### src/rtl/hazard_unit_pkg.sv
// Shared types for the pipeline hazard controller: FSM state, control bundle
// and the stall/flush priority resolution used in RUN and on a MEMWAIT release.
package hazard_unit_pkg;

    typedef enum logic [1:0] {RUN, MEMWAIT, HALTED} hazard_state_t;

    localparam logic [1:0] REGSEL_LOAD = 2'b11;

    typedef struct packed {
        logic pc_en;
        logic en_fd;
        logic en_de;
        logic en_em;
        logic en_mw;
        logic flush_fd;
        logic flush_de;
        logic flush_em;
    } hazard_ctl_t;

    localparam hazard_ctl_t CTL_HOLD  = hazard_ctl_t'(8'b00000_000);
    localparam hazard_ctl_t CTL_RESET = hazard_ctl_t'(8'b00000_111);
    localparam hazard_ctl_t CTL_GO    = hazard_ctl_t'(8'b11111_000);

    // Branch flush outranks the load-use bubble: the hazarding DE instruction is squashed anyway.
    function automatic hazard_ctl_t resolve_ctl(input logic brtaken, input logic bubble,
                                                input logic ihit, input logic jump);
        hazard_ctl_t c;
        c = CTL_GO;
        if (brtaken) begin
            c.flush_fd = 1'b1;
            c.flush_de = 1'b1;
        end else if (bubble || !ihit) begin
            c.pc_en    = 1'b0;
            c.en_fd    = 1'b0;
            c.flush_de = 1'b1;
        end else if (jump) begin
            c.flush_fd = 1'b1;
        end
        return c;
    endfunction

endpackage

### src/rtl/hazard_unit_if.sv
// Hazard controller bundle: decode/execute hazard inputs and latch/PC controls.
interface hazard_unit_if #(parameter int CNT_W = 16);
    logic             ihit, dhit;
    logic [4:0]       rs_de, rt_de;
    logic             usesRt_de, jr_de, jump_de;
    logic             brtaken_ex;
    logic             regWr_ex;
    logic [4:0]       regDst_ex;
    logic [1:0]       regSel_ex;
    logic             dREN_ex;
    logic             dREN_me, dWEN_me;
    logic             halt_wb;
    logic             pc_en, en_fd, en_de, en_em, en_mw;
    logic             flush_fd, flush_de, flush_em;
    logic             halted;
    logic [CNT_W-1:0] stall_cnt, flush_cnt;

    modport hu (
        input  ihit, dhit, rs_de, rt_de, usesRt_de, jr_de, jump_de, brtaken_ex,
               regWr_ex, regDst_ex, regSel_ex, dREN_ex, dREN_me, dWEN_me, halt_wb,
        output pc_en, en_fd, en_de, en_em, en_mw, flush_fd, flush_de, flush_em,
               halted, stall_cnt, flush_cnt
    );

    modport tb (
        output ihit, dhit, rs_de, rt_de, usesRt_de, jr_de, jump_de, brtaken_ex,
               regWr_ex, regDst_ex, regSel_ex, dREN_ex, dREN_me, dWEN_me, halt_wb,
        input  pc_en, en_fd, en_de, en_em, en_mw, flush_fd, flush_de, flush_em,
               halted, stall_cnt, flush_cnt
    );
endinterface

### src/rtl/hazard_unit_sat_counter.sv
// Saturating up-counter for performance debug; holds at all-ones instead of wrapping.
module sat_counter #(parameter int W = 16) (
    input  logic         CLK,
    input  logic         RST,
    input  logic         inc,
    output logic [W-1:0] count
);
    logic [W-1:0] count_q, count_d;

    always_comb begin
        count_d = count_q;
        if (inc && (count_q != '1))
            count_d = count_q + W'(1);
    end

    always_ff @(posedge CLK) begin
        if (RST) count_q <= '0;
        else     count_q <= count_d;
    end

    assign count = count_q;
endmodule

### src/rtl/hazard_unit.sv
// Stall/flush controller for the five-stage pipeline: load-use and JR-after-load
// bubbles, memory wait states, control-flow flushes and halt.
module hazard_unit
    import hazard_unit_pkg::*;
#(
    parameter int CNT_W = 16
) (
    input logic       CLK,
    input logic       RST,
    hazard_unit_if.hu hif
);
    hazard_state_t state_q, state_d;
    hazard_ctl_t   ctl;
    logic          halted_o;
    logic          dmem_miss, prod_ok, lu_haz, jr_haz;
    logic          stall_inc, flush_inc;
    logic [CNT_W-1:0] stall_cnt, flush_cnt;

    assign dmem_miss = (hif.dREN_me | hif.dWEN_me) & ~hif.dhit;
    assign prod_ok   = hif.regWr_ex & (hif.regDst_ex != 5'd0);
    assign lu_haz    = prod_ok & hif.dREN_ex &
                       ((hif.regDst_ex == hif.rs_de) |
                        (hif.usesRt_de & (hif.regDst_ex == hif.rt_de)));
    assign jr_haz    = hif.jr_de & prod_ok & (hif.regSel_ex == REGSEL_LOAD) &
                       (hif.regDst_ex == hif.rs_de);

    always_ff @(posedge CLK) begin
        if (RST) state_q <= RUN;
        else     state_q <= state_d;
    end

    always_comb begin
        state_d = state_q;
        unique case (state_q)
            RUN: begin
                if (hif.halt_wb)   state_d = HALTED;
                else if (dmem_miss) state_d = MEMWAIT;
            end
            MEMWAIT: if (hif.dhit) state_d = RUN;
            HALTED:  state_d = HALTED;
            default: state_d = RUN;
        endcase
    end

    // Halt and an outstanding data miss freeze everything; otherwise the shared priority chain decides.
    always_comb begin
        ctl      = CTL_HOLD;
        halted_o = 1'b0;
        if (RST) begin
            ctl = CTL_RESET;
        end else begin
            unique case (state_q)
                RUN: begin
                    if (!hif.halt_wb && !dmem_miss)
                        ctl = resolve_ctl(hif.brtaken_ex, lu_haz | jr_haz, hif.ihit, hif.jump_de);
                end
                MEMWAIT: begin
                    if (hif.dhit)
                        ctl = resolve_ctl(hif.brtaken_ex, lu_haz | jr_haz, hif.ihit, hif.jump_de);
                end
                HALTED:  halted_o = 1'b1;
                default: ctl = CTL_HOLD;
            endcase
        end
    end

    assign stall_inc = ~RST & ~ctl.pc_en & (state_q != HALTED);
    assign flush_inc = ~RST & ctl.flush_fd;

    sat_counter #(.W(CNT_W)) u_stall_cnt (.CLK(CLK), .RST(RST), .inc(stall_inc), .count(stall_cnt));
    sat_counter #(.W(CNT_W)) u_flush_cnt (.CLK(CLK), .RST(RST), .inc(flush_inc), .count(flush_cnt));

    assign hif.pc_en     = ctl.pc_en;
    assign hif.en_fd     = ctl.en_fd;
    assign hif.en_de     = ctl.en_de;
    assign hif.en_em     = ctl.en_em;
    assign hif.en_mw     = ctl.en_mw;
    assign hif.flush_fd  = ctl.flush_fd;
    assign hif.flush_de  = ctl.flush_de;
    assign hif.flush_em  = ctl.flush_em;
    assign hif.halted    = halted_o;
    assign hif.stall_cnt = stall_cnt;
    assign hif.flush_cnt = flush_cnt;
endmodule

### src/flat_wrapper.sv
// flat-port wrapper written by rule: the top's interface ports become plain ports
module hazard_unit_flat import hazard_unit_pkg::*;
#(
    parameter int CNT_W = 16
)
  (CLK, RST, hif_ihit, hif_dhit, hif_rs_de, hif_rt_de, hif_usesRt_de, hif_jr_de, hif_jump_de, hif_brtaken_ex, hif_regWr_ex, hif_regDst_ex, hif_regSel_ex, hif_dREN_ex, hif_dREN_me, hif_dWEN_me, hif_halt_wb, hif_pc_en, hif_en_fd, hif_en_de, hif_en_em, hif_en_mw, hif_flush_fd, hif_flush_de, hif_flush_em, hif_halted, hif_stall_cnt, hif_flush_cnt);
  hazard_unit_if #(.CNT_W(CNT_W)) hif_i ();
  input logic CLK;
  input logic RST;
  input wire logic [$bits(hif_i.ihit)-1:0] hif_ihit;
  input wire logic [$bits(hif_i.dhit)-1:0] hif_dhit;
  input wire logic [$bits(hif_i.rs_de)-1:0] hif_rs_de;
  input wire logic [$bits(hif_i.rt_de)-1:0] hif_rt_de;
  input wire logic [$bits(hif_i.usesRt_de)-1:0] hif_usesRt_de;
  input wire logic [$bits(hif_i.jr_de)-1:0] hif_jr_de;
  input wire logic [$bits(hif_i.jump_de)-1:0] hif_jump_de;
  input wire logic [$bits(hif_i.brtaken_ex)-1:0] hif_brtaken_ex;
  input wire logic [$bits(hif_i.regWr_ex)-1:0] hif_regWr_ex;
  input wire logic [$bits(hif_i.regDst_ex)-1:0] hif_regDst_ex;
  input wire logic [$bits(hif_i.regSel_ex)-1:0] hif_regSel_ex;
  input wire logic [$bits(hif_i.dREN_ex)-1:0] hif_dREN_ex;
  input wire logic [$bits(hif_i.dREN_me)-1:0] hif_dREN_me;
  input wire logic [$bits(hif_i.dWEN_me)-1:0] hif_dWEN_me;
  input wire logic [$bits(hif_i.halt_wb)-1:0] hif_halt_wb;
  output wire logic [$bits(hif_i.pc_en)-1:0] hif_pc_en;
  output wire logic [$bits(hif_i.en_fd)-1:0] hif_en_fd;
  output wire logic [$bits(hif_i.en_de)-1:0] hif_en_de;
  output wire logic [$bits(hif_i.en_em)-1:0] hif_en_em;
  output wire logic [$bits(hif_i.en_mw)-1:0] hif_en_mw;
  output wire logic [$bits(hif_i.flush_fd)-1:0] hif_flush_fd;
  output wire logic [$bits(hif_i.flush_de)-1:0] hif_flush_de;
  output wire logic [$bits(hif_i.flush_em)-1:0] hif_flush_em;
  output wire logic [$bits(hif_i.halted)-1:0] hif_halted;
  output wire logic [$bits(hif_i.stall_cnt)-1:0] hif_stall_cnt;
  output wire logic [$bits(hif_i.flush_cnt)-1:0] hif_flush_cnt;
  assign hif_i.ihit = hif_ihit;
  assign hif_i.dhit = hif_dhit;
  assign hif_i.rs_de = hif_rs_de;
  assign hif_i.rt_de = hif_rt_de;
  assign hif_i.usesRt_de = hif_usesRt_de;
  assign hif_i.jr_de = hif_jr_de;
  assign hif_i.jump_de = hif_jump_de;
  assign hif_i.brtaken_ex = hif_brtaken_ex;
  assign hif_i.regWr_ex = hif_regWr_ex;
  assign hif_i.regDst_ex = hif_regDst_ex;
  assign hif_i.regSel_ex = hif_regSel_ex;
  assign hif_i.dREN_ex = hif_dREN_ex;
  assign hif_i.dREN_me = hif_dREN_me;
  assign hif_i.dWEN_me = hif_dWEN_me;
  assign hif_i.halt_wb = hif_halt_wb;
  assign hif_pc_en = hif_i.pc_en;
  assign hif_en_fd = hif_i.en_fd;
  assign hif_en_de = hif_i.en_de;
  assign hif_en_em = hif_i.en_em;
  assign hif_en_mw = hif_i.en_mw;
  assign hif_flush_fd = hif_i.flush_fd;
  assign hif_flush_de = hif_i.flush_de;
  assign hif_flush_em = hif_i.flush_em;
  assign hif_halted = hif_i.halted;
  assign hif_stall_cnt = hif_i.stall_cnt;
  assign hif_flush_cnt = hif_i.flush_cnt;
  hazard_unit #(.CNT_W(CNT_W)) u_core (.CLK(CLK), .RST(RST), .hif(hif_i));
endmodule
### config.mk
export PLATFORM = sky130hd
export DESIGN_NAME = hazard_unit_flat
export DESIGN_NICKNAME = d
export VERILOG_FILES = /design/src/rtl/hazard_unit_pkg.sv /design/src/rtl/hazard_unit_if.sv /design/src/rtl/hazard_unit_sat_counter.sv /design/src/rtl/hazard_unit.sv /design/src/flat_wrapper.sv
export SDC_FILE = /design/constraint.sdc
export NUM_CORES = 1
export LEC_CHECK = 0
export BUFFER_PORTS_ARGS = -buffer_cell sky130_fd_sc_hd__buf_2
export CAP_MARGIN = 20
export CORE_ASPECT_RATIO = 1.75
export CORE_MARGIN = 10
export CORE_UTILIZATION = 45
export CTS_BUF_LIST = sky130_fd_sc_hd__clkbuf_4
export DETAILED_ROUTE_END_ITERATION = 10
export PLACE_DENSITY = 0.77
export SLEW_MARGIN = 20
export SYNTH_ARGS = -nofsm -noshare
export SYNTH_HDL_FRONTEND = slang
export SYNTH_SLANG_ARGS = --single-unit
export TNS_END_PERCENT = 20
### constraint.sdc
create_clock -name CLK -period 2.1 [get_ports CLK]
set_input_delay 0 -clock CLK [delete_from_list [all_inputs] [get_ports CLK]]
set_output_delay 0 -clock CLK [all_outputs]
set_load 0.01 [all_outputs]
# [Word level (Yosys, flattened, before mapping)]
# Cells that the tools add are included.
[word_totals] output_inout_bits=41 elab_cells=58 register_bits=34 in_bits=30
[op_classes] reduce_logical=10 n_bitwise=17 muxes=16 eq_ne=10 addsub=2
[op_table] cell="adder 16 x 1 -> 16 bit, second input constant" count=2
[op_table] cell="inequality test 16 bit, second input constant" count=2
[op_table] cell="two-way mux 8 bit" count=3
[op_table] cell="case mux 8 bit (2 select lines)" count=1
[op_table] cell="two-way mux 2 bit" count=6
[op_table] cell="bitwise AND 1 bit" count=11
[op_table] cell="== test 5 bit" count=2
[op_table] cell="case mux 2 bit (3 select lines)" count=1
[op_table] cell="two-way mux 1 bit" count=5
[op_table] cell="nonzero test 5 bit" count=1
[op_table] cell="== test 2 bit, second input constant" count=2
[op_table] cell="inequality test 2 bit, second input constant" count=2
[op_table] cell="logical AND 1 bit" count=3
[op_table] cell="zero test 1 bit" count=3
[op_table] cell="inequality test 3 x 2 -> 1 bit, second input constant" count=1
[op_table] cell="inverter 1 bit" count=3
[op_table] cell="OR 1 bit" count=3
[op_table] cell="== test 2 x 1 -> 1 bit, second input constant" count=1
[op_table] cell="zero test 2 bit" count=1
[op_table] cell="AND reduction 2 bit" count=1
[op_table] cell="logical OR 1 bit" count=1

# [Logic depth before layout (Yosys ltp)]
# Gate-level depths: netlist (run 1).
[depth] ltp_word=16 ltp_mapped=9 ltp_nobuf=7

# [Cells and area by module]
# From an unflattened synthesis (run 1), not the netlist that was laid out.
[hier_totals] cells_unflattened=252 area_unflattened_um2=2095.8
[modules_own_cells] mod="sat_counter" cells_each=99 instances=2 seq_area_each_um2=320.3 area_per_inst_um2=848.3
[modules_own_cells] mod="hazard_unit" cells_each=54 instances=1 seq_area_each_um2=40.0 area_per_inst_um2=399.1

# [Least setup slack after synthesis (run 1)]
# OpenSTA, ideal clock, no wires.
[synth_path] path_type="reg-to-reg" startpoint="reg u_core.u_stall_cnt.count_q[0], in the netlist u_core.u_stall_cnt.count[0]" endpoint="reg u_core.u_stall_cnt.count_q[12], in the netlist u_core.u_stall_cnt.count[12]" required_ns=2.030 setup_slack_ns=-0.243 arrival_ns=2.272 n_path_buf=1 stages_incl_launch_ff=9 setup_time_ns=0.070 synth_period_minus_slack_ns=2.343 cell_sequence="dfxtp_1 > ha_1 > and4_4 > and4_4 > or4_1 > o21a_1 > buf_6 > or4_1 > a21oi_1"
[synth_via] elab_chain_len=2 elab_cells_between_ends=3 cone_classes="add/sub (1); eq/ne (1); reduce/logical (1)"
[synth_lines] element="start, declared" line_no="hazard_unit_sat_counter.sv:8" text="logic [W-1:0] count_q, count_d;"
[synth_lines] element="start signal, assigned" line_no="hazard_unit_sat_counter.sv:18" text="else count_q <= count_d;"
[synth_lines] element="branches (longest 2 deep; another with adder 16 x 1 -> 16 bit)"
# Several ways; the timed one is not identified.
# A chain may end at the register's enable or synchronous reset.

# [Worst setup path after layout (run 1)]
[layout_path] startpoint="reg u_core.u_stall_cnt.count_q[0], in the netlist u_core.u_stall_cnt.count[0]" endpoint="reg u_core.u_stall_cnt.count_q[9], in the netlist u_core.u_stall_cnt.count[9]"
# The elaborated chain is that of the path after synthesis.

==> out/results.txt, run 1 <==
Die area: 0.00788 mm^2
Fmax: 443 MHz
Synthesized area: 0.00209 mm^2
Synth async-reset ratio: 0
Mapped Avg Cell Area: 8.19 um^2
YS warnings: 0
Buffers on Ports: 70
Detail Route Antenna Nets: 0
Largest net degree at the start of global routing: 55
Primary FF master, synth: dfxtp_1
Final GP Congestion: 0.825
Register area share after synthesis: 0.326
Power density cells: 462 mW/mm^2
Initial antenna violation count: 0
Worst Skew: 0.00984 ns
Critical path type: reg -> reg
Final Hold Fails: 0
Die Y: 110 um
Slowest-stage cell, CP: or4_1
Crit-path leading delay family: simple AND/OR/NAND/NOR gates
Yosys reg bits: 34
Relative slew margins: 0.629
Layout Cells excl Fill: 413
DR vias: 2334
Overflow after GRT: 0
Standard-cell rows: 32
TritonRoute pass-1 iters: 4
Crit. End Element: flip-flop
Netlist cell types: 43
Sum of buffers and inverters on the critical path: 0
Total CTS buffers: 5
Unrepaired setup endpoints after global routing: yes
Wire per inst: 16.4 um
Most frequent cell after synthesis: dfxtp_1
Final period util: 1.07
Cells after synthesis: 255
Worst skew pair latency: 0.36 ns
First-pass GRT wire length: 10700 um
CP max FO: 5
Area post-placement: 0.00274 mm^2
Min-Delay Path Class: in -> reg
Worst-Margin Slew: 0.554 ns
DP Wirelength: 5140 um
Setup slack after layout: -0.157 ns
Synth area leaders: dfxtp_1 (33%), mux2_2 (8.1%), a21oi_1 (5.7%)
WP data required: 2.39 ns
Setup Fix Bufs, Post-CTS: 0
Layout fillers: 384
Core Region: 0.00444 mm^2
Vias in the first global route: 2338
Grt met3 use: 0.0421
Met1 Use GR: 0.157
Startpoint Class: flip-flop
GRT busiest layer: met2
Top post-synthesis cells by count: dfxtp_1 (34), a21oi_1 (24), nor2_1 (21), nor2b_1 (17), mux2_2 (15)
Design area: 0.00290 mm^2
Leading area contributor after synthesis: dfxtp_1
Ant diodes: 0
# IOs: 71
P_leak: 1.26 nW
Clock edge transition at the registers on the reported setup and hold paths: 0.12 ns
Drt first-iter violations: 113
CP max stage delay: 0.51 ns
CTS HTree Levels: 2
Effective utilization at floorplan: 0.470
Slew Limit Fails: 0
Layout cells sized above 1: 0.436
Placed insts: 401
Final Setup Violations: 13
Maxcap violations: 0
Period minus WS final: 2.26 ns
CTS tree: built
Clock root cell: clkbuf_4
EDFF count, synth: 0
Critical path's most frequent cell: and4_4
Worst VDD drop: 0.448 mV
Critical Path, Cell by Cell: ha_4, and4_4, and4_4, or4_4, o21a_4, or4_1, a21oi_1
Sequential Area: 686 um^2
Outcome: complete, but fails checks
Area grow syn2layout: 38.6%
Die X: 71.5 um
TritonCTS sink count: 34
Global Route Usage Sum: 0.166
Share of the synthesized area in the top cell type: 0.326
CTS max path bufs: 2
Hold slack: 0.213 ns
Multi-input logic area: 0.00137 mm^2
Crit path DAT: 2.55 ns
DRC Markers: 0
Failing checks: negative setup slack
Nets@finish: 393
Final WL: 6790 um
Met2 Track Usage GR: 0.315
Syn nets: 287
Via-per-instance ratio: 5.65
power by group:
| part | switching [W] | internal (W) |
|---|---|---|
| Combinational | 0.000151 | 0.000140 |
| Sequential | 0.0000142 | 0.000663 |
| Clock | 0.000245 | 0.000124 |
final timing paths:
check | slack [ns] | end | cells past startpoint | startpoint
hold / removal | 0.21 | u_core.u_flush_cnt.count[0]$_SDFFE_PP0P_ | 5 | hif_brtaken_ex
setup reg to reg | -0.16 | u_core.u_stall_cnt.count[9]$_SDFFE_PP0P_ | 7 | u_core.u_stall_cnt.count[0]$_SDFFE_PP0P_
hold reg to reg | 0.52 | u_core.u_flush_cnt.count[1]$_SDFFE_PP0P_ | 2 | u_core.u_flush_cnt.count[1]$_SDFFE_PP0P_
setup / recovery | -0.16 | u_core.u_stall_cnt.count[9]$_SDFFE_PP0P_ | 7 | u_core.u_stall_cnt.count[0]$_SDFFE_PP0P_
area by class of cell:
class / instances / share of cell area
clock buffers: 5 / 0.0130
clock inverters: 3 / 0.00562
inverters: 5 / 0.00648
multi-input cells: 200 / 0.475
flip-flops and latches: 34 / 0.237
well taps: 51 / 0.0220
repair buffers: 115 / 0.242
stage by stage:
stage               TNS [ns]   util  power [W]  worst slack (ns)
floorplan             -0.725      -   0.000834            -0.135
global placement       -2.03  0.617   0.000954            -0.191
detailed placement     -2.57  0.617   0.000961            -0.220
CTS                    -1.48  0.643    0.00134            -0.150
global route           -2.40  0.651    0.00140            -0.225
finish                 -1.54  0.651    0.00134            -0.157
worst min-delay path: stages:
cell     delay (ns)
buf_2          0.13
a32oi_1        0.07
buf_4          0.18
nand3_1        0.09
a21oi_1        0.05
layout by cell type, fill, tap and decap left out, drive strengths merged, types with 6 or more instances in the layout:
| cell type | netlist | layout |
|---|---|---|
| nor3 | 6 | 6 |
| nand3 | 14 | 14 |
| o21ai | 11 | 11 |
| nor2b | 17 | 17 |
| mux2 | 15 | 15 |
| nand4 | 9 | 9 |
| and4 | 6 | 6 |
| a21oi | 24 | 24 |
| or4 | 7 | 7 |
| nand2 | 11 | 11 |
| buf | 8 | 112 |
| dfxtp | 34 | 34 |
| o31ai | 6 | 6 |
| or3 | 8 | 8 |
| nor2 | 21 | 21 |
timing repair:
| action | 4_1_cts | 5_1_grt |
|---|---|---|
| cloned | 1 | 0 |
| hold buffers | 3 | 0 |
| resized for setup | 6 | 12 |
| hold endpoints to repair | 2 | 0 |
| endpoints found under the setup margin | 15 | 27 |
| pin swaps | 9 | 3 |
routing by layer:
| layer | routed length, um | vias to the layer above |
|---|---|---|
| li1 | - | 1148 |
| met1 | 2360 | 1095 |
| met2 | 3820 | 73 |
| met3 | 385 | 18 |
| met4 | 212 | 0 |
| met5 | 0 | - |
sequential cells by signal (all words and copies together) (netlist names):
register	flops
u_core.u_flush_cnt.count	16
u_core.state_q	2
u_core.u_stall_cnt.count	16
kinds of logic after synthesis:
family | after synthesis | synth area share
simple gates | 112 | 0.301
compound gates | 60 | 0.184
flops | 34 | 0.326
buf+inv | 22 | 0.0551
mux | 15 | 0.0808
xor+xnor | 10 | 0.0419
fa+ha+maj | 2 | 0.0120
Power figures use the tool's default switching activity.
==> inputs of run 2 (changes only) <==
--- a/config.mk
+++ b/config.mk
@@ -12,7 +12,7 @@
 export CORE_UTILIZATION = 45
 export CTS_BUF_LIST = sky130_fd_sc_hd__clkbuf_4
 export DETAILED_ROUTE_END_ITERATION = 10
-export PLACE_DENSITY = 0.77
+export PLACE_DENSITY = 0.74
 export SLEW_MARGIN = 20
 export SYNTH_ARGS = -nofsm -noshare
 export SYNTH_HDL_FRONTEND = slang
==> constraint.sdc (replaced) <==
create_clock -name CLK -period 2.4 [get_ports CLK]
set_input_delay 0 -clock CLK [delete_from_list [all_inputs] [get_ports CLK]]
set_output_delay 0 -clock CLK [all_outputs]
set_load 0.01 [all_outputs]
==> out/results.txt, run 2 (synthesis gave the netlist of run 1 again) <==
Outcome: finished, final reports clean (was complete, but fails checks)
Hold slack: 0.197 ns (was 0.213 ns)
Hold path startpoint: hif_jump_de (was hif_brtaken_ex)
Critical path's most frequent cell: and4_4 (unchanged)
CP max stage delay: 0.43 ns (was 0.51 ns)
Layout cells sized above 1: 0.370 (was 0.436)
Die Y: 110 um (unchanged)
Setup TNS: 0 ns (was -1.54 ns)
TritonRoute pass-1 iters: 4 (unchanged)
Final Hold Fails: 0 (unchanged)
Hold path depth: 5 (unchanged)
Design area: 0.00269 mm^2 (was 0.00290 mm^2)
R2r worst-path depth: 8 (was 7)
Worst skew pair latency: 0.34 ns (was 0.36 ns)
Sum of buffers and inverters on the critical path: 1 (was 0)
Fmax: 429 MHz (was 443 MHz)
Final Setup Violations: 0 (was 13)
CTS max path bufs: 2 (unchanged)
Met1 Use GR: 0.150 (was 0.157)
GRT busiest layer: met2 (unchanged)
Most frequent cells in the layout: buf_2 (70), dfxtp_1 (34), a21oi_1 (24) (was buf_2 (70), buf_4 (41), dfxtp_1 (32))
Die X: 71.5 um (unchanged)
Period minus WS final: 2.33 ns (was 2.26 ns)
Area grow syn2layout: 28.9% (was 38.6%)
Setup slack, reg-to-reg: 0.07 ns (was -0.16 ns)
Startpoint Class: flip-flop (unchanged)
CTS tree: built (unchanged)
Die area: 0.00788 mm^2 (unchanged)
Nets@finish: 372 (was 393)
Vias in the first global route: 2405 (was 2338)
Detail Route Antenna Nets: 0 (unchanged)
First-pass GRT wire length: 10700 um (about the same)
Crit. End Element: flip-flop (unchanged)
WP data required: 2.67 ns (was 2.39 ns)
Largest net degree at the start of global routing: 55 (unchanged)
Critical Path, Cell by Cell: ha_1, and4_4, and4_4, or4_4, o21a_4, buf_4, or4_1, a21oi_1 (was ha_4, and4_4, and4_4, or4_4, o21a_4, or4_1, a21oi_1)
Slowest-stage cell, CP: or4_4 (was or4_1)
Ant diodes: 0 (unchanged)
Critical path type: reg -> reg (unchanged)
Standard-cell rows: 32 (unchanged)
Relative slew margins: 0.643 (was 0.629)
Worst-Margin Slew: 0.533 ns (was 0.554 ns)
Grt met3 use: 0.0358 (was 0.0421)
# IOs: 71 (unchanged)
FF-to-FF End: u_core.u_stall_cnt.count[10]$_SDFFE_PP0P_ (was u_core.u_stall_cnt.count[9]$_SDFFE_PP0P_)
P_leak: 1.16 nW (was 1.26 nW)
Global Route Usage Sum: 0.162 (was 0.166)
Total CTS buffers: 5 (unchanged)
Drt first-iter violations: 152 (was 113)
Effective utilization at floorplan: 0.470 (unchanged)
DR vias: 2258 (was 2334)
Initial antenna violation count: 0 (unchanged)
DP Wirelength: 4930 um (was 5140 um)
Area post-placement: 0.00255 mm^2 (was 0.00274 mm^2)
Core Region: 0.00444 mm^2 (unchanged)
Power, Total: 0.00125 W (was 0.00134 W)
Unrepaired setup endpoints after global routing: yes (unchanged)
Post-Route Utilization: 0.606 (was 0.651)
Min-Delay Path Class: in -> reg (unchanged)
Crit-path leading delay family: simple AND/OR/NAND/NOR gates (unchanged)
Endpoint, Worst Hold: u_core.u_flush_cnt.count[0]$_SDFFE_PP0P_ (unchanged)
Slew Limit Fails: 0 (unchanged)
R2R Path Start: u_core.u_stall_cnt.count[0]$_SDFFE_PP0P_ (unchanged)
CP max FO: 6 (was 5)
Met2 Track Usage GR: 0.322 (was 0.315)
Wire per inst: 16.6 um (was 16.4 um)
TritonCTS sink count: 34 (unchanged)
Clock edge transition at the registers on the reported setup and hold paths: 0.11 ns (was 0.12 ns)
Overflow after GRT: 0 (unchanged)
Buffers on Ports: 70 (unchanged)
Maxcap violations: 0 (unchanged)
CTS HTree Levels: 2 (unchanged)
Final WL: 6510 um (was 6790 um)
Worst Skew: 0.0141 ns (was 0.00984 ns)
DRC Markers: 0 (unchanged)
Crit path DAT: 2.60 ns (was 2.55 ns)
Power density cells: 463 mW/mm^2 (was 462 mW/mm^2)
Worst VDD drop: 0.418 mV (was 0.448 mV)
Via-per-instance ratio: 5.76 (was 5.65)
Final GP Congestion: 0.824 (was 0.825)
Most common cell after layout, fill and taps aside: buf_2 (unchanged)
Final period util: 0.971 (was 1.07)
Clock root cell: clkbuf_4 (unchanged)
==> run 2: cell count changes in the layout (fill, tap and decap cells not counted), sizes merged <==
cell,change
clkinvlp,-1
buf,-21
bufinv,+1
==> run 2: worst max-delay path by stage <==
stage / start / end / cells past startpoint
finish: u_core.u_stall_cnt.count[0]$_SDFFE_PP0P_ / u_core.u_stall_cnt.count[10]$_SDFFE_PP0P_ / 8
global route: u_core.u_stall_cnt.count[0]$_SDFFE_PP0P_ / u_core.u_stall_cnt.count[7]$_SDFFE_PP0P_ / 7
CTS: u_core.u_stall_cnt.count[0]$_SDFFE_PP0P_ / u_core.u_stall_cnt.count[7]$_SDFFE_PP0P_ / 7
detailed placement: u_core.u_stall_cnt.count[0]$_SDFFE_PP0P_ / u_core.u_stall_cnt.count[13]$_SDFFE_PP0P_ / 8
global placement: u_core.u_stall_cnt.count[0]$_SDFFE_PP0P_ / u_core.u_stall_cnt.count[15]$_SDFFE_PP0P_ / 8
floorplan: u_core.u_stall_cnt.count[0]$_SDFFE_PP0P_ / u_core.u_stall_cnt.count[12]$_SDFFE_PP0P_ / 8
==> run 2: power by group <==
group          internal (W)  switching, W
logic              0.000109      0.000124
registers          0.000578     0.0000109
clock network      0.000216      0.000209
==> run 2: cell type report <==
type | count | area [um^2]
inverters | 5 | 18.8
fillers | 437 | 1750
well taps | 51 | 63.8
clock inverters | 3 | 40.0
clock buffers | 5 | 37.5
multi-input cells | 200 | 1310
flip-flops and latches | 34 | 681
repair buffers | 94 | 538
==> run 2: what timing repair did <==
item | CTS | global route
pin swaps | 0 | 1
setup buffers | 0 | 2
cloned | 0 | 1
hold buffers | 3 | 0
setup endpoints to repair | 5 | 11
gates resized for setup | 1 | 2
hold endpoints to repair | 2 | 0
==> run 2: through the flow <==
stage	setup WS, ns	cells
after global placement	0.0835	378
after CTS	0.0351	389
after floorplan	0.0575	255
after detailed placement	0.00499	378
final	0.0690	392
after global routing	-0.00629	392
==> run 2: routing by layer <==
metal | share of wire | wire length, um
met3 | 0.051 | 331
met2 | 0.57 | 3690
met1 | 0.36 | 2340
met5 | 0 | 0
met4 | 0.024 | 157
==> run 2: worst register-to-register path: stages (launching register included) <==
cell	delay (ns)
dfxtp_1	0.33
ha_1	0.22
and4_4	0.19
and4_4	0.18
or4_4	0.43
o21a_4	0.24
buf_4	0.14
or4_1	0.40
a21oi_1	0.14
==> inputs of run 3 (changes only) <==
--- a/config.mk
+++ b/config.mk
@@ -16,5 +16,6 @@
 export SLEW_MARGIN = 20
 export SYNTH_ARGS = -nofsm -noshare
 export SYNTH_HDL_FRONTEND = slang
+export SYNTH_HIERARCHICAL = 1
 export SYNTH_SLANG_ARGS = --single-unit
 export TNS_END_PERCENT = 20
==> out/results.txt, run 3 <==
Outcome: finished, final reports clean (unchanged)
Die X: 71.6 um (was 71.5 um)
Unrepaired setup endpoints after global routing: yes (unchanged)
Synth area leaders: dfxtp_1 (32%), a21oi_1 (5.3%), or4_1 (5.0%) (was dfxtp_1 (33%), mux2_2 (8.1%), a21oi_1 (5.7%))
Final WL: 6140 um (was 6510 um)
Hold path startpoint: hif_dREN_me (was hif_jump_de)
Clock root cell: clkbuf_4 (unchanged)
Syn nets: 284 (was 287)
TritonCTS sink count: 34 (unchanged)
DR vias: 2239 (was 2258)
Final period util: 0.989 (was 0.971)
Primary FF master, synth: dfxtp_1 (unchanged)
Setup slack, reg-to-reg: 0.03 ns (was 0.07 ns)
CP max FO: 6 (unchanged)
Worst VDD drop: 0.457 mV (was 0.418 mV)
Area grow syn2layout: 29.3% (was 28.9%)
# IOs: 71 (unchanged)
R2R Path Start: u_core/state_q[0]$_SDFFE_PP0P_ (was u_core.u_stall_cnt.count[0]$_SDFFE_PP0P_)
Crit. End Element: flip-flop (unchanged)
Post-synthesis simple-gate area fraction: 0.349 (was 0.301)
YS warnings: 6 (was 0)
Standard-cell rows: 32 (unchanged)
R2r worst-path depth: 9 (was 8)
Largest net degree at the start of global routing: 24 (was 55)
Overflow after GRT: 0 (unchanged)
Hold path depth: 3 (was 5)
Adder-Cell Fraction of Synth Area: 0.0119 (was 0.0120)
Synth async-reset ratio: 0 (unchanged)
Crit path DAT: 2.64 ns (was 2.60 ns)
Final GP Congestion: 0.904 (was 0.824)
Detail Route Antenna Nets: 0 (unchanged)
Die Y: 110 um (about the same)
Final Setup Violations: 0 (unchanged)
Final Hold Fails: 0 (unchanged)
Power density cells: 466 mW/mm^2 (was 463 mW/mm^2)
Buffers on Ports: 70 (unchanged)
Initial antenna violation count: 0 (unchanged)
Synthesized area: 0.00210 mm^2 (was 0.00209 mm^2)
Fmax: 421 MHz (was 429 MHz)
Mapped Avg Cell Area: 8.32 um^2 (was 8.19 um^2)
Ant diodes: 0 (unchanged)
Most common cell after layout, fill and taps aside: buf_2 (unchanged)
Slew Limit Fails: 0 (unchanged)
Worst-Margin Slew: 0.607 ns (was 0.533 ns)
Critical path type: reg -> reg (unchanged)
Yosys reg bits: 34 (unchanged)
Layout fillers: 420 (was 437)
TritonRoute pass-1 iters: 5 (was 4)
Hold slack: 0.0178 ns (was 0.197 ns)
Cells after synthesis: 252 (was 255)
WP data required: 2.67 ns (about the same)
EDFF count, synth: 0 (unchanged)
DRC Markers: 0 (unchanged)
Share of the synthesized area in the top cell type: 0.325 (was 0.326)
Die area: 0.00789 mm^2 (was 0.00788 mm^2)
CTS tree: built (unchanged)
Clock edge transition at the registers on the reported setup and hold paths: 0.11 ns (about the same)
Xor and xnor area share after synthesis: 0.0460 (was 0.0419)
DP Wirelength: 4760 um (was 4930 um)
Global Route Usage Sum: 0.157 (was 0.162)
Startpoint Class: flip-flop (unchanged)
Relative slew margins: 0.590 (was 0.643)
Most frequent cell after synthesis: dfxtp_1 (unchanged)
Worst Skew: 0.0153 ns (was 0.0141 ns)
Mux cell area share after synthesis: 0.0203 (was 0.0808)
Layout cells sized above 1: 0.337 (was 0.370)
Maxcap violations: 0 (unchanged)
Power, Total: 0.00126 W (was 0.00125 W)
First-pass GRT wire length: 10300 um (was 10700 um)
Synth Area in Compound Gates: 0.196 (was 0.184)
FF-to-FF End: u_core/u_flush_cnt/count[6]$_SDFFE_PP0P_ (was u_core.u_stall_cnt.count[10]$_SDFFE_PP0P_)
Netlist cell types: 47 (was 43)
Register area share after synthesis: 0.325 (was 0.326)
Total CTS buffers: 5 (unchanged)
Wire per inst: 16.2 um (was 16.6 um)
Combinational family with the most area after synthesis: simple AND/OR/NAND/NOR gates (unchanged)
Period minus WS final: 2.37 ns (was 2.33 ns)
CTS HTree Levels: 2 (unchanged)
Worst skew pair latency: 0.34 ns (about the same)
Via-per-instance ratio: 5.89 (was 5.76)
Most frequent cells in the layout: buf_2 (70), dfxtp_1 (33), a21oi_1 (21) (was buf_2 (70), dfxtp_1 (34), a21oi_1 (24))
CTS max path bufs: 2 (unchanged)
Nets@finish: 360 (was 372)
Endpoint, Worst Hold: u_core/state_q[0]$_SDFFE_PP0P_ (was u_core.u_flush_cnt.count[0]$_SDFFE_PP0P_)
Leading area contributor after synthesis: dfxtp_1 (unchanged)
Core Region: 0.00444 mm^2 (unchanged)
Top post-synthesis cells by count: dfxtp_1 (34), a21oi_1 (22), nand2_1 (18) (was dfxtp_1 (34), a21oi_1 (24), nor2_1 (21), nor2b_1 (17), mux2_2 (15))
P_leak: 1.10 nW (was 1.16 nW)
Vias in the first global route: 2201 (was 2405)
Effective utilization at floorplan: 0.472 (was 0.470)
Setup TNS: 0 ns (unchanged)
Min-Delay Path Class: in -> reg (unchanged)
Drt first-iter violations: 123 (was 152)
run 3: cell count changes after synthesis, moves of 4 or more:
cell	before	now
or4_1	7	14
nor4_1	0	5
a211oi_1	4	0
nor3_1	6	10
inv_1	5	12
mux2_2	15	2
nand2_1	11	18
nor2_1	21	14
nor2b_1	17	6
clkbuf_1	9	4
o31ai_1	6	12
run 3: worst max path at each step:
stage | from | end | cells past startpoint
after global placement | u_core/state_q[0]$_SDFFE_PP0P_ | u_core/u_flush_cnt/count[11]$_SDFFE_PP0P_ | 8
final | u_core/state_q[0]$_SDFFE_PP0P_ | u_core/u_flush_cnt/count[6]$_SDFFE_PP0P_ | 9
after global routing | u_core/state_q[0]$_SDFFE_PP0P_ | u_core/u_flush_cnt/count[12]$_SDFFE_PP0P_ | 10
after floorplan | u_core/state_q[0]$_SDFFE_PP0P_ | u_core/u_flush_cnt/count[7]$_SDFFE_PP0P_ | 9
after detailed placement | u_core/state_q[0]$_SDFFE_PP0P_ | u_core/u_flush_cnt/count[11]$_SDFFE_PP0P_ | 8
after CTS | u_core/state_q[0]$_SDFFE_PP0P_ | u_core/u_flush_cnt/count[11]$_SDFFE_PP0P_ | 9
run 3: per-stage QoR:
stage / instance area [um^2] / util / std cells / setup WS, ns
6_report: 2710 / 0.610 / 380 / 0.0257
5_1_grt: 2710 / 0.610 / 380 / -0.0902
4_1_cts: 2660 / 0.599 / 379 / -0.0408
3_3_place_gp: 2500 / 0.563 / 367 / -0.0319
3_5_place_dp: 2500 / 0.563 / 367 / -0.0965
2_1_floorplan: 2120 / - / 252 / 0.0514
run 3: power breakdown:
part | leakage (nW) | internal [W] | switching [W]
combinational | 0.774 | 0.0000663 | 0.0000749
clock | 0.0554 | 0.000326 | 0.000217
sequential | 0.275 | 0.000570 | 0.00000749
run 3: cell type report:
type / count / area (um^2) / area share
Multi-Input combinational cell: 194 / 1370 / 0.504
Clock inverter: 3 / 68.8 / 0.0254
Inverter: 12 / 45.0 / 0.0166
Tap cell: 51 / 63.8 / 0.0236
Timing Repair Buffer: 81 / 445 / 0.164
Clock buffer: 5 / 37.5 / 0.0139
Sequential cell: 34 / 682 / 0.252
run 3: kinds of logic after synthesis:
kind of cell    Yosys count
flops                    34
compound gates           61
buf+inv                  24
xor+xnor                 11
mux                       4
simple gates            116
fa+ha+maj                 2
run 3: timing repair:
action / 4_1_cts / 5_1_grt
endpoints found under the hold margin: 2 / 0
hold buffers: 2 / 0
setup endpoints to repair: 2 / 11
pin swaps: 2 / 2
resized for setup: 3 / 10
setup buffers: 2 / 1
run 3: per-layer routing:
layer / up-vias / routed length (um) / global-route usage
met4: 0 / 98 / 0.0569
li1: 1115 / - / -
met2: 74 / 3400 / 0.300
met5: - / 0 / 0
met1: 1040 / 2210 / 0.148
met3: 10 / 428 / 0.0546
run 3: critical path, cell delays in order, from the launching register on:
cell and delay [ns]:
dfxtp_2 0.33, or3_4 0.33, a221oi_4 0.29, and2b_4 0.24, nand3_4 0.07, o21ai_4 0.17, and4_1 0.27, o41ai_1 0.13
or3_1 0.32, a21oi_1 0.14
